$ cat src/rtl/dump_pkg.sv
// Shared types and constants for the ROM-to-UART dump controller.
package dump_pkg;
    localparam int BYTES_PER_WORD = 4;
    localparam int ACK_TIMEOUT    = 4;

    typedef enum logic [2:0] {
        IDLE, FETCH, LOAD, SEND, WAIT_ACK, WAIT_TX, GAP, NEXT
    } state_t;
endpackage

$ cat src/rtl/dump_byte_sender.sv
// Hands one byte at a time to the UART using its senddata/txdone handshake.
// When 'more' is set at byte completion it chains straight into the next send.
module dump_byte_sender
    import dump_pkg::*;
#(
    parameter int GAP_CYC = 0
) (
    input  logic       clk,
    input  logic       rst,
    input  logic       go,
    input  logic       more,
    input  logic [7:0] byte_in,
    input  logic       tx_done,
    output logic [7:0] tx_byte,
    output logic       tx_send,
    output logic       byte_done
);
    localparam logic [1:0]  ACK_LAST = 2'(ACK_TIMEOUT - 1);
    localparam logic [15:0] GAP_LAST = 16'((GAP_CYC > 0) ? GAP_CYC - 1 : 0);

    state_t      state, nxt;
    logic [1:0]  ack_cnt;
    logic [15:0] gap_cnt;

    always_comb begin
        nxt       = state;
        byte_done = 1'b0;
        case (state)
            IDLE:     if (go) nxt = SEND;
            SEND:     if (tx_done) nxt = WAIT_ACK;
            // Late-deasserting transmitters: accept after a bounded wait.
            WAIT_ACK: if (!tx_done || ack_cnt == ACK_LAST) nxt = WAIT_TX;
            WAIT_TX: begin
                if (tx_done) begin
                    if (GAP_CYC > 0) begin
                        nxt = GAP;
                    end else begin
                        byte_done = 1'b1;
                        nxt       = more ? SEND : IDLE;
                    end
                end
            end
            GAP: begin
                if (gap_cnt == GAP_LAST) begin
                    byte_done = 1'b1;
                    nxt       = more ? SEND : IDLE;
                end
            end
            default:  nxt = IDLE;
        endcase
    end

    always_ff @(posedge clk) begin
        if (rst) begin
            state   <= IDLE;
            tx_send <= 1'b0;
            tx_byte <= 8'h00;
            ack_cnt <= '0;
            gap_cnt <= '0;
        end else begin
            state   <= nxt;
            tx_send <= (state == SEND) && tx_done;
            if (state == SEND && tx_done) tx_byte <= byte_in;
            ack_cnt <= (state == WAIT_ACK) ? ack_cnt + 2'd1 : 2'd0;
            gap_cnt <= (state == GAP) ? gap_cnt + 16'd1 : 16'd0;
        end
    end
endmodule

$ cat src/rtl/rom_dump_ctrl.sv
// Dumps num_words ROM words starting at base_addr over the UART, LSB byte first.
module rom_dump_ctrl
    import dump_pkg::*;
#(
    parameter int ADDR_W  = 13,
    parameter int RD_LAT  = 1,
    parameter int GAP_CYC = 0
) (
    input  logic              clk,
    input  logic              rst,
    input  logic              start,
    input  logic [ADDR_W-1:0] base_addr,
    input  logic [ADDR_W:0]   num_words,
    output logic              busy,
    output logic              done,
    output logic [ADDR_W-1:0] mem_addr,
    input  logic [31:0]       mem_rd,
    output logic [7:0]        tx_byte,
    output logic              tx_send,
    input  logic              tx_done
);
    localparam logic [1:0]    LAT_LAST  = 2'(RD_LAT - 1);
    localparam logic [1:0]    IDX_LAST  = 2'(BYTES_PER_WORD - 1);
    localparam logic [ADDR_W:0] ONE     = {{ADDR_W{1'b0}}, 1'b1};

    state_t          state, nxt;
    logic [ADDR_W:0] remaining;
    logic [1:0]      lat_cnt;
    logic [1:0]      byte_idx;
    logic [31:0]     shreg;
    logic            go, more, byte_done, accept;

    // start is ignored in the cycle a done pulse is still showing
    assign accept = (state == IDLE) && start && !done;
    assign go     = (state == LOAD);
    assign more   = (byte_idx != IDX_LAST);

    always_comb begin
        nxt = state;
        case (state)
            IDLE:  if (accept) nxt = (num_words == '0) ? NEXT : FETCH;
            FETCH: if (lat_cnt == LAT_LAST) nxt = LOAD;
            LOAD:  nxt = SEND;
            SEND:  if (byte_done && !more) nxt = NEXT;
            NEXT:  nxt = (remaining <= ONE) ? IDLE : FETCH;
            default: nxt = IDLE;
        endcase
    end

    always_ff @(posedge clk) begin
        if (rst) begin
            state     <= IDLE;
            busy      <= 1'b0;
            done      <= 1'b0;
            mem_addr  <= '0;
            remaining <= '0;
            lat_cnt   <= '0;
            byte_idx  <= '0;
            shreg     <= '0;
        end else begin
            state <= nxt;
            done  <= 1'b0;
            case (state)
                IDLE: begin
                    if (accept) begin
                        mem_addr  <= base_addr;
                        remaining <= num_words;
                        busy      <= 1'b1;
                    end
                end
                FETCH: lat_cnt <= (lat_cnt == LAT_LAST) ? 2'd0 : lat_cnt + 2'd1;
                LOAD: begin
                    shreg    <= mem_rd;
                    byte_idx <= '0;
                end
                SEND: begin
                    if (byte_done) begin
                        shreg    <= shreg >> 8;
                        byte_idx <= byte_idx + 2'd1;
                    end
                end
                NEXT: begin
                    mem_addr <= mem_addr + 1'b1;
                    if (remaining != '0) remaining <= remaining - ONE;
                    if (remaining <= ONE) begin
                        done <= 1'b1;
                        busy <= 1'b0;
                    end
                end
                default: ;
            endcase
        end
    end

    dump_byte_sender #(.GAP_CYC(GAP_CYC)) u_sender (
        .clk       (clk),
        .rst       (rst),
        .go        (go),
        .more      (more),
        .byte_in   (shreg[7:0]),
        .tx_done   (tx_done),
        .tx_byte   (tx_byte),
        .tx_send   (tx_send),
        .byte_done (byte_done)
    );
endmodule

$ cat config.mk
export PLATFORM = sky130hd
export DESIGN_NAME = rom_dump_ctrl
export DESIGN_NICKNAME = d
export VERILOG_FILES = /design/src/rtl/dump_pkg.sv /design/src/rtl/dump_byte_sender.sv /design/src/rtl/rom_dump_ctrl.sv
export SDC_FILE = /design/constraint.sdc
export NUM_CORES = 1
export LEC_CHECK = 0
export CAP_MARGIN = 20
export CORE_MARGIN = 2
export CORE_UTILIZATION = 43
export DETAILED_ROUTE_END_ITERATION = 6
export GPL_TIMING_DRIVEN = 0
export PLACE_DENSITY = 0.68
export SYNTH_ARGS = -nofsm -noshare
export SYNTH_HDL_FRONTEND = slang
export SYNTH_SLANG_ARGS = --single-unit
$ cat constraint.sdc
create_clock -name clk -period 2.3 [get_ports clk]
set_input_delay 0.46 -clock clk [delete_from_list [all_inputs] [get_ports clk]]
set_output_delay 0.46 -clock clk [all_outputs]
set_load 0.05 [all_outputs]
## Yosys cells after proc, flatten, opt, wreduce, memory -nomap -nowiden

Cells that the tools add are included.
W data, S select, Z words.

| storage, ports and cells | value |
|---|---|
| output and inout port bits | 24 |
| word-level logic and storage cells | 99 |
| bits of input ports | 63 |
| flip-flop bits (word level) | 98 |

| cells by class | value |
|---|---|
| equality and inequality tests | 21 |
| $lt $le $gt $ge | 1 |
| reductions and logical operators | 25 |
| multiplexer cells | 30 |
| bitwise logic cells | 3 |
| $add $sub $neg | 6 |

Operator list:

| cell | count |
|---|---|
| $pmux W32 S2 | 1 |
| $mux W32 | 1 |
| $pmux W3 S5 | 2 |
| $mux W14 | 2 |
| $pmux W14 S2 | 1 |
| $mux W3 | 9 |
| $pmux W13 S2 | 1 |
| $ne A2 B2 Y1 const B | 10 |
| $add A16 B1 Y16 const B | 1 |
| $logic_not A16 Y1 | 1 |
| $le A14 B1 Y1 const B | 1 |
| $logic_not A14 Y1 | 1 |
| $reduce_bool A14 Y1 | 1 |
| $sub A14 B1 Y14 const B | 1 |
| $add A13 B1 Y13 const B | 1 |
| $mux W13 | 1 |
| $eq A3 B3 Y1 const B | 4 |
| $eq A3 B2 Y1 const B | 3 |
| $reduce_and A3 Y1 | 3 |
| $add A2 B1 Y2 const B | 3 |
| $logic_not A3 Y1 | 2 |
| $mux W1 | 6 |
| $mux W2 | 3 |
| $reduce_or A2 Y1 | 3 |
| other kinds (13) | 24 |

## Logic depth before layout (Yosys ltp)

Gate-level depths: netlist (run 1).

| logic depth | value |
|---|---|
| word-level depth | 6 |
| gate-level depth with buffers | 8 |
| mapped depth without buffers | 7 |

## Hierarchy

A second synthesis (run 1) with hierarchy kept.

| second synthesis, totals | value |
|---|---|
| cell total of the unflattened synthesis | 605 |
| area total of the unflattened synthesis | 4780.8 um^2 |

Modules (own cells, without submodules):

| module | area an instance (um^2) | cells an instance | instances | seq. area each (um^2) |
|---|---|---|---|---|
| rom_dump_ctrl | 3405.8 | 441 | 1 | 1361.3 |
| dump_byte_sender | 1375.1 | 164 | 1 | 600.6 |

## Worst setup path after synthesis (run 1)

Ideal clock, no wire load.

| path | value |
|---|---|
| path type | register to register |
| from | reg mem_addr[0] |
| to | reg mem_addr[12] |
| path buffers | 1 |
| arrival | 1.997 ns |
| stages on the path, launching flop included | 8 |
| path slack | 0.232 ns |
| period minus slack after synthesis | 2.068 ns |
| required time | 2.229 ns |
| path through | dfxtp_1 > ha_1 > inv_1 > or4_1 > clkbuf_1 > nor3_1 > a21oi_1 > a21oi_1 |

| between the ends | value |
|---|---|
| longest elaborated chain between the ends | 2 |

Ends and longest elaborated chain:

| what | RTL line | text |
|---|---|---|
| start: declaration | rom_dump_ctrl.sv:16 | `output logic [ADDR_W-1:0] mem_addr,` |
| start signal: assignment | rom_dump_ctrl.sv:66 | `mem_addr <= base_addr;` |
| start signal: assignment | rom_dump_ctrl.sv:83 | `mem_addr <= mem_addr + 1'b1;` |
| $add A13 B1 Y13 | rom_dump_ctrl.sv:83 |  |
| $pmux W13 S2 | rom_dump_ctrl.sv:63 | `case (state)` |

Every way passes these cells.
A chain may end at the register's enable or synchronous reset.

## Final worst setup path (run 1)

| path | value |
|---|---|
| from | reg mem_addr[2] |
| to | out mem_addr[2] |

No word-level cell between the ends.

==> reports/metrics.yaml, run 1 <==
floorplanning:
  core_area_um2: 10800
  ioPinCount: 87
  initial_core_util_pct: 44.1
  die_area_um2: 12000
  row_count: 38
  die_w_um: 109
  dieHeight_um: 109
detailed_routing:
  vias: 4813
  wire_per_inst_um: 15.9
  drtIter0Drc: 254
  drc_errors: 0
  avgViaCountPerCell: 5.68
  finalWirelength_um: 13500
  route.antenna.remaining_nets: 0
  drt_first_pass_iters: 5
clocking:
  clk_path_buf_depth: 2
  cts_max_level: 3
  path_clk_slew_ps: 100
  cts_buffers: 9
  root_buffer: "clkbuf_8"
  numClockSinks: 98
  cts_setup_buffers: 0
  cts_tree: "built"
  insertion_delay_ps: 370
flow_run:
  cap_violations: 0
final_layout:
  n_fill_cell: 1032
  multiInputGateArea_um2: 2600
  drive_above_1_share_pct: 5.93
  layout.nets: 776
  area_delta_synth_final_pct: 26.7
  final_util_pct: 55.9
  seq_area_um2: 1960
  antennaDiodeCount: 0
critical_path:
  crit_path_max_fanout: 8
  worstSetupPathType: "reg2out"
  reg2reg_depth: 8
  critPathLaunchType: "flip-flop"
  critPathMaxStageDelay_ps: 850
  cp.arrival_ps: 1710
  cpMaxStageDelayCell: "clkdlybuf4s50_1"
  crit_buf_inv: 1
  startpoint: "mem_addr[2]"
  reg2reg_slack_ps: 160
  critPathTopFamily: "buffers and inverters"
  cp.required_ps: 1840
  rr_startpoint: "remaining[0]"
  crit_chain: "clkdlybuf4s50_1"
  cp_num_cells: 1
  crit_path_end_kind: "output port"
  critPathCapture: "mem_addr[2]"
  r2r-end: "remaining[10]"
synth:
  synth-adder-area-share_pct: 2.62
  synth_edf_count: 0
  synth-main-ff-cell: "dfxtp_1"
  synth_top_family_by_area: "simple AND/OR/NAND/NOR gates"
  syn_area_um2: 4780
  synth_compound_area_share_pct: 19.4
  synth.distinct_cells: 57
  yosysWarningCount: 0
  syn-num-nets: 679
  syn-instance-count: 606
  ys_seq_area_share_pct: 41.0
  async_flop_share_pct: 0
  synth.avg_cell_area_um2: 7.89
  synth_xor_area_share_pct: 2.56
  synth_mux_area_share_pct: 0.445
  ys_seq_elements: 98
  synth-simple-area-share_pct: 29.0
global_route:
  grt_overflow: 0
  antenna_found_initial: 0
  grt_pass1_vias: 4570
  track_usage_pct: 23.2
  grt_pass1_wl_um: 21700
  grt_start_max_net_pins: 17
timing:
  worst_slack_ps: 134
  fin_crit_ps: 2170
  finClkSkew_ps: 12.8
  hold_viol: 0
  min_period_over_period_pct: 94.2
  drv_slew: 0
  max_slew_margin_pct: 41.5
  rsz0062_at_grt: "no"
  tightest_slew_ps: 877
  fmax_mhz: 462
  setup_viol: 0
pwr:
  ir_worst_vdd_v: 0.000409
  power_density_nw_per_um2: 718
  p_int_mw: 2.93
  power_leakage_nw: 2.09
  switching_share_pct: 32.7
  p_seq_share_pct: 45.2
  power.share.clock_pct: 29.3
  power_frac_comb_pct: 25.5
  p_sw_mw: 1.42
place:
  gp_congestion: 0.959
  hpwl_um: 9860
  dpl_worst_slack_ps: -227
  portBuffers: 86
hold_path:
  holdCritPathClass: "reg2reg"
  worst_hold_startpoint: "u_sender.ack_cnt[0]"
run_status:
  status: "complete, no violations"
[metrics by stage]
step,TNS (ps),area [um^2],hold WS (ps),cells,power [mW]
after global placement,-2050,5820,414,832,3.08
final,0,6060,435,848,4.35
after global routing,0,6060,469,848,4.58
after detailed placement,-2340,5820,422,832,3.09
after floorplan,0,4780,407,606,2.71
after CTS,0,6050,434,848,4.36
[layout make-up]
class	instances	share of cell area, %
clock inverter	5	1.40
multi-input combinational	451	42.8
clock buffer	11	2.33
sequential	98	32.4
tap	140	2.89
timing repair buffer	86	14.2
inverter	15	0.929
buffer	42	3.03
[cells in the mapped netlist (8+ instances only)]
cell      instances  share of area (%)
a21oi_1          44                4.6
a22oi_1           9                1.4
a311oi_1         26                4.8
and3_1            8                1.0
buf_2             9               0.94
clkbuf_1         28                2.2
dfxtp_1          98                 41
ha_1             10                2.6
inv_1            15                1.2
nand2_1          79                6.2
nand3_1          36                3.8
nand4_1          11                1.4
nor2_1           89                7.0
nor3_1           17                1.8
nor4_1           15                2.0
o21ai_0          15                1.6
[worst min path at each step]
stage | endpoint | slack (ps) | cells past startpoint
3_3_place_gp | u_sender.ack_cnt[0] | 410 | 1
2_1_floorplan | u_sender.ack_cnt[0] | 410 | 1
4_1_cts | u_sender.ack_cnt[0] | 430 | 1
5_1_grt | u_sender.ack_cnt[0] | 470 | 1
3_5_place_dp | u_sender.ack_cnt[0] | 420 | 1
6_report | u_sender.ack_cnt[0] | 430 | 1
[sequential cells by signal, indices dropped and copies added, names as in the netlist, 2 cells and up]
register	flops
shreg	32
u_sender.gap_cnt	16
remaining	14
mem_addr	13
u_sender.tx_byte	8
state	3
u_sender.state	3
byte_idx	2
lat_cnt	2
u_sender.ack_cnt	2
[kinds of logic after synthesis]
| group | after synthesis |
|---|---|
| AO/OA/AOI/OAI | 136 |
| XOR/XNOR | 14 |
| adder cells (fa/ha/maj) | 10 |
| buffers and inverters | 57 |
| flip-flops | 98 |
| multiplexers | 2 |
| AND/OR/NAND/NOR | 289 |
[worst register-to-register path, stage by stage, from the launching register on]
cell and delay (ps):
dfxtp_1 370, inv_1 120, ha_2 230, or3b_1 350, buf_1 170, or3_1 390, o21a_1 190, o21ai_1 110
a21oi_1 70
[placed cells by master (no fill, tap or decap), types with 8 or more instances in the layout]
master	netlist	final
dfxtp_1	98	98
nor2_1	89	89
clkdlybuf4s50_1	0	86
nand2_1	79	79
a21oi_1	44	44
nand3_1	36	36
clkbuf_1	28	29
a311oi_1	26	26
nor3_1	17	17
inv_1	15	15
nor4_1	15	15
o21ai_0	15	15
nand4_1	11	11
clkbuf_8	0	10
buf_2	9	9
a22oi_1	9	9
ha_1	10	9
and3_1	8	8
[power groups by stage]
stage | combinational, mW | sequential (mW) | clock (mW)
2_1_floorplan | 0.632 | 2.08 | 0
3_3_place_gp | 1.08 | 1.99 | 0
3_5_place_dp | 1.09 | 2.00 | 0
4_1_cts | 1.10 | 1.96 | 1.30
5_1_grt | 1.22 | 1.99 | 1.37
6_report | 1.11 | 1.97 | 1.27
[per-layer routing]
metal	routed length [um]	track usage, %	vias to the layer above
met3	719	3.26	20
met2	6340	38.5	144
met4	246	9.22	0
li1	-	-	2380
met1	6170	30.4	2269
met5	0	0	-
[timing repair]
item	in CTS	in global routing
setup endpoints to repair	0	14
resized for setup	0	3
endpoints found under the hold margin	0	0
hold buffers	0	0
Note: power is estimated with default switching activity, not from simulation.
==> run 2: changes to the inputs <==
Settings changed: CELL_PAD_IN_SITES_DETAIL_PLACEMENT set to 2, CELL_PAD_IN_SITES_GLOBAL_PLACEMENT set to 2, CORE_UTILIZATION 43 to 30, PLACE_DENSITY 0.68 to not set, PLACE_DENSITY_LB_ADDON set to 0.1.
==> reports/metrics.yaml, run 2 (synthesized netlist as in run 1, its figures left out) <==
run_status:
  status: "complete, no violations"
final_layout:
  final_cell_mix: "98 x dfxtp_1, 88 x nor2_1, 86 x clkdlybuf4s50_1"
  reg_top3: "shreg x32, u_sender.gap_cnt x16, remaining x14"
  area_delta_synth_final_pct: 31.2
  largest_register_ff_count: 32
  drive_above_1_share_pct: 7.03
  layout.nets: 779
  final_util_pct: 39.9
  n_fill_cell: 1802
  regMostFlops: "shreg"
  final_common_cell: "dfxtp_1"
  antennaDiodeCount: 0
timing:
  fin_crit_ps: 2180
  finClkSkew_ps: 9.27
  hold_viol: 0
  min_period_over_period_pct: 94.7
  setup_tns_ps: 0
  worst_slack_ps: 123
  tightest_slew_ps: 925
  fmax_mhz: 459
  max_slew_margin_pct: 38.3
  setup_viol: 0
  drv_slew: 0
critical_path:
  startpoint: "start"
  reg2reg_slack_ps: 130
  worstSetupPathType: "in2reg"
  cp.arrival_ps: 2450
  rr_startpoint: "u_sender.gap_cnt[0]"
  cp.required_ps: 2570
  crit_path_max_fanout: 10
  reg2reg_depth: 7
  critPathLaunchType: "input pin"
  crit_path_end_kind: "flip-flop"
global_route:
  grt_pass1_vias: 5369
  grt_pass1_wl_um: 27800
  track_usage_pct: 21.0
  antenna_found_initial: 0
  grt_overflow: 0
  grt_start_max_net_pins: 17
clocking:
  cts_tree: "built"
  root_buffer: "clkbuf_16"
  clk_path_buf_depth: 2
  cts_buffers: 9
  insertion_delay_ps: 350
  ctsHoldBuffers: 0
  cts_max_level: 3
  path_clk_slew_ps: 70
  numClockSinks: 98
pwr:
  power_density_nw_per_um2: 756
  power_leakage_nw: 2.14
  p_total_mw: 4.74
  ir_worst_vdd_v: 0.000371
floorplanning:
  ioPinCount: 87
  core_area_um2: 15700
  die_area_um2: 17000
  row_count: 46
  initial_core_util_pct: 30.4
  dieHeight_um: 130
  die_w_um: 130
detailed_routing:
  avgViaCountPerCell: 5.32
  wire_per_inst_um: 18.6
  drc_errors: 0
  vias: 4936
  drt_first_pass_iters: 4
  finalWirelength_um: 17300
  route.antenna.remaining_nets: 0
  drtIter0Drc: 161
hold_path:
  worst_hold_startpoint: "u_sender.ack_cnt[0]"
  holdCritPathClass: "reg2reg"
  worstHoldPathCells: 1
place:
  dpl_worst_slack_ps: -209
  portBuffers: 86
  hpwl_um: 12900
  gp_congestion: 0.823
flow_run:
  cap_violations: 0
-- run 2: changes by cell type in the layout (fill, tap and decap cells not counted), sizes merged --
cell / delta
buf: +3
clkbuf: -1
clkinv: +2
clkinvlp: +1
bufinv: -1
inv: -1
-- run 2: repair_timing --
item                                    4_1_cts  5_1_grt
buffers inserted                              0        4
gates resized for setup                       0        6
endpoints found under the setup margin        0       31
-- run 2: path summary, 6_finish.rpt --
kind	end
min reg2reg	u_sender.ack_cnt[0]
min	u_sender.ack_cnt[0]
max	remaining[0]
max reg2reg	byte_idx[1]
-- run 2: final cells by class --
class	instances	area, um^2	share of cell area (%)
Inverter	15	56.3	0.897
Tap cell	216	270	4.31
Timing Repair Buffer	90	891	14.2
Multi-Input combinational cell	451	2610	41.6
Clock inverter	6	63.8	1.02
Sequential cell	98	1960	31.3
Buffer	41	180	2.87
Clock buffer	10	239	3.81
-- run 2: power breakdown --
group | switching, mW | total (mW) | leakage [nW] | internal (mW)
clock | 0.711 | 1.59 | 0.145 | 0.875
sequential | 0.132 | 1.97 | 0.796 | 1.84
combinational | 0.722 | 1.19 | 1.20 | 0.465
total | 1.56 | 4.74 | 2.14 | 3.18
-- run 2: metal layers --
layer / share of wire, % / GRT usage [%] / routed length, um / vias up
met5: 0 / 0 / 0 / -
met4: 1.1 / 5.88 / 194 / 0
met3: 3.0 / 2.42 / 511 / 11
met2: 51 / 38.1 / 8740 / 84
met1: 45 / 26.3 / 7820 / 2441
li1: - / - / - / 2400
-- run 2: through the flow --
step,std cells,hold WS (ps),cell area (um^2)
final,927,440,6270
after floorplan,606,407,4780
after global placement,908,416,5910
after CTS,924,446,6220
after detailed placement,908,436,5910
after global routing,927,466,6270
-- run 2: critical path, stage by stage --
cell and delay [ps]:
clkdlybuf4s50_1 500, or4b_4 500, nor2_1 150, buf_2 280, buf_4 230, nand3_1 130, a31oi_1 190
==> run 3: changes to the inputs <==
Settings changed: ABC_AREA set to 1, CORE_UTILIZATION 30 to 29, REMOVE_ABC_BUFFERS set to 1, SLEW_MARGIN set to 30.
==> reports/metrics.yaml, run 3 <==
timing:
  max_slew_margin_pct: 46.4
  setup_tns_ps: 0
  hold_viol: 0
  setup_viol: 0
  fin_crit_ps: 2090
  drv_slew: 0
  rsz0062_at_grt: "no"
  worst_slack_ps: 207
  min_period_over_period_pct: 91.0
  tightest_slew_ps: 800
  fmax_mhz: 478
  finClkSkew_ps: 12.2
detailed_routing:
  drtIter0Drc: 160
  finalWirelength_um: 16800
  drt_first_pass_iters: 4
  avgViaCountPerCell: 4.92
  wire_per_inst_um: 15.6
  vias: 5302
  route.antenna.remaining_nets: 0
  drc_errors: 0
clocking:
  cts_buffers: 9
  cts_tree: "built"
  insertion_delay_ps: 360
  root_buffer: "clkbuf_16"
  clk_path_buf_depth: 2
  numClockSinks: 98
  path_clk_slew_ps: 80
  cts_max_level: 3
critical_path:
  critPathLaunchType: "flip-flop"
  crit_path_max_fanout: 5
  crit_buf_inv: 1
  critPathMaxStageDelay_ps: 840
  worstSetupPathType: "reg2out"
  cpMaxStageDelayCell: "clkdlybuf4s50_1"
  critPathTopFamily: "buffers and inverters"
  cp.required_ps: 1840
  cp_num_cells: 1
  crit_chain: "clkdlybuf4s50_1"
  r2r-end: "shreg[14]"
  crit_path_end_kind: "output port"
  cp.arrival_ps: 1630
  reg2reg_slack_ps: 220
  rr_startpoint: "state[0]"
  reg2reg_depth: 7
synth:
  synth_common_cells: "246 x nand2_1, 98 x dfxtp_1, 82 x a21oi_1"
  syn-instance-count: 778
  synth_top_area_share_pct: 38.2
  synth.distinct_cells: 39
  ys_seq_elements: 98
  synth_area_leaders: "dfxtp_1 38%, nand2_1 18%, a21oi_1 8.0%"
  async_flop_share_pct: 0
  synth_edf_count: 0
  yosysWarningCount: 0
  synth-main-ff-cell: "dfxtp_1"
  ys_seq_area_share_pct: 38.2
  syn_area_um2: 5130
  synth.avg_cell_area_um2: 6.60
  yosysMostFrequentCell: "nand2_1"
  synth_top_area_cell: "dfxtp_1"
global_route:
  grt_pass1_vias: 5700
  grt_pass1_wl_um: 27800
  track_usage_pct: 18.5
  grt_start_max_net_pins: 50
  grt_overflow: 0
  antenna_found_initial: 0
floorplanning:
  die_w_um: 137
  core_area_um2: 17300
  row_count: 48
  ioPinCount: 87
  initial_core_util_pct: 29.7
  dieHeight_um: 137
  die_area_um2: 18800
pwr:
  power_density_nw_per_um2: 980
  ir_worst_vdd_v: 0.000439
  p_total_mw: 6.37
  power_leakage_nw: 2.54
final_layout:
  largest_register_ff_count: 32
  n_fill_cell: 2082
  regMostFlops: "shreg"
  fin_area_um2: 6500
  area_delta_synth_final_pct: 26.8
  final_common_cell: "nand2_1"
  finalNonFillerCells: 1078
  reg_top3: "shreg x32, u_sender.gap_cnt x16, remaining x14"
  final_cell_mix: "246 x nand2_1, 97 x dfxtp_1, 85 x clkdlybuf4s50_1"
  antennaDiodeCount: 0
  layout.nets: 921
  drive_above_1_share_pct: 5.16
place:
  place_area_um2: 6140
  hpwl_um: 11900
  gp_congestion: 0.791
  dpl_worst_slack_ps: -574
  portBuffers: 86
  placedCellCount: 1060
flow_run:
  cap_violations: 0
hold_path:
  holdPathEnd: "shreg[29]"
  worst_hold_startpoint: "rst"
  holdCritPathClass: "in2reg"
  worstHoldPathCells: 2
run_status:
  status: "complete, no violations"
[run 3: changes by cell type after synthesis, sizes merged, moves of 15 or more]
cell,previous run,this run
nor2,89,62
a21oi,44,83
clkbuf,28,12
nor4,16,1
o21ai,18,43
nand2,79,251
nand3,37,63
inv,15,77
a311oi,26,0
[run 3: how the worst max path moves through the flow]
| stage | from | end | slack, ps |
|---|---|---|---|
| 2_1_floorplan | mem_addr[0] | mem_addr[10] | 410 |
| 3_3_place_gp | rst | state[0] | -2550 |
| 3_5_place_dp | state[2] | remaining[4] | -570 |
| 4_1_cts | u_sender.gap_cnt[0] | shreg[9] | 20 |
| 5_1_grt | state[0] | shreg[14] | 30 |
| 6_report | mem_addr[3] | mem_addr[3] | 210 |
[run 3: report_power, final]
part	switching (mW)	leakage, nW	internal, mW
clock network	0.751	0.157	0.966
registers	0.270	0.797	1.98
logic	1.64	1.58	0.763
total	2.66	2.54	3.71
[run 3: final cells by class]
class	count	area (um^2)	area share [%]
Clock inverter	7	98.8	1.52
Clock buffer	9	225	3.46
Sequential cell	98	1960	30.2
Tap cell	225	282	4.33
Timing Repair Buffer	88	893	13.7
Inverter	79	299	4.60
Multi-Input combinational cell	572	2740	42.2
[run 3: metal layers]
layer  vias up  part of all wire, %  wire length (um)  track usage, %
met5         -                    0                 0               0
li1       2652                    -                 -               -
met1      2556                   45              7520            21.8
met4         0                  1.1               189            4.70
met2        82                   51              8570            34.5
met3        12                  3.1               519            3.07
[run 3: kinds of logic after synthesis]
family	after synthesis	share of synthesized area, %
flip-flops	98	38.2
buffers and inverters	109	9.12
adder cells (fa/ha/maj)	10	2.44
multiplexers	2	0.390
AO/OA/AOI/OAI	140	14.3
AND/OR/NAND/NOR	415	34.8
XOR/XNOR	4	0.683
[run 3: what timing repair did]
action                     4_1_cts  5_1_grt
hold buffers                     0        0
resized for setup                3        3
pin swaps                        1        0
cloned                           1        0
setup buffers                    1        0
setup endpoints to repair       59       37
[run 3: metrics by stage]
| step | hold slack, ps | utilization, % |
|---|---|---|
| 4_1_cts | 361 | 37.5 |
| 6_report | 371 | 37.6 |
| 3_3_place_gp | 418 | 35.3 |
| 3_5_place_dp | 440 | 35.5 |
| 5_1_grt | 378 | 37.6 |
| 2_1_floorplan | 405 | - |
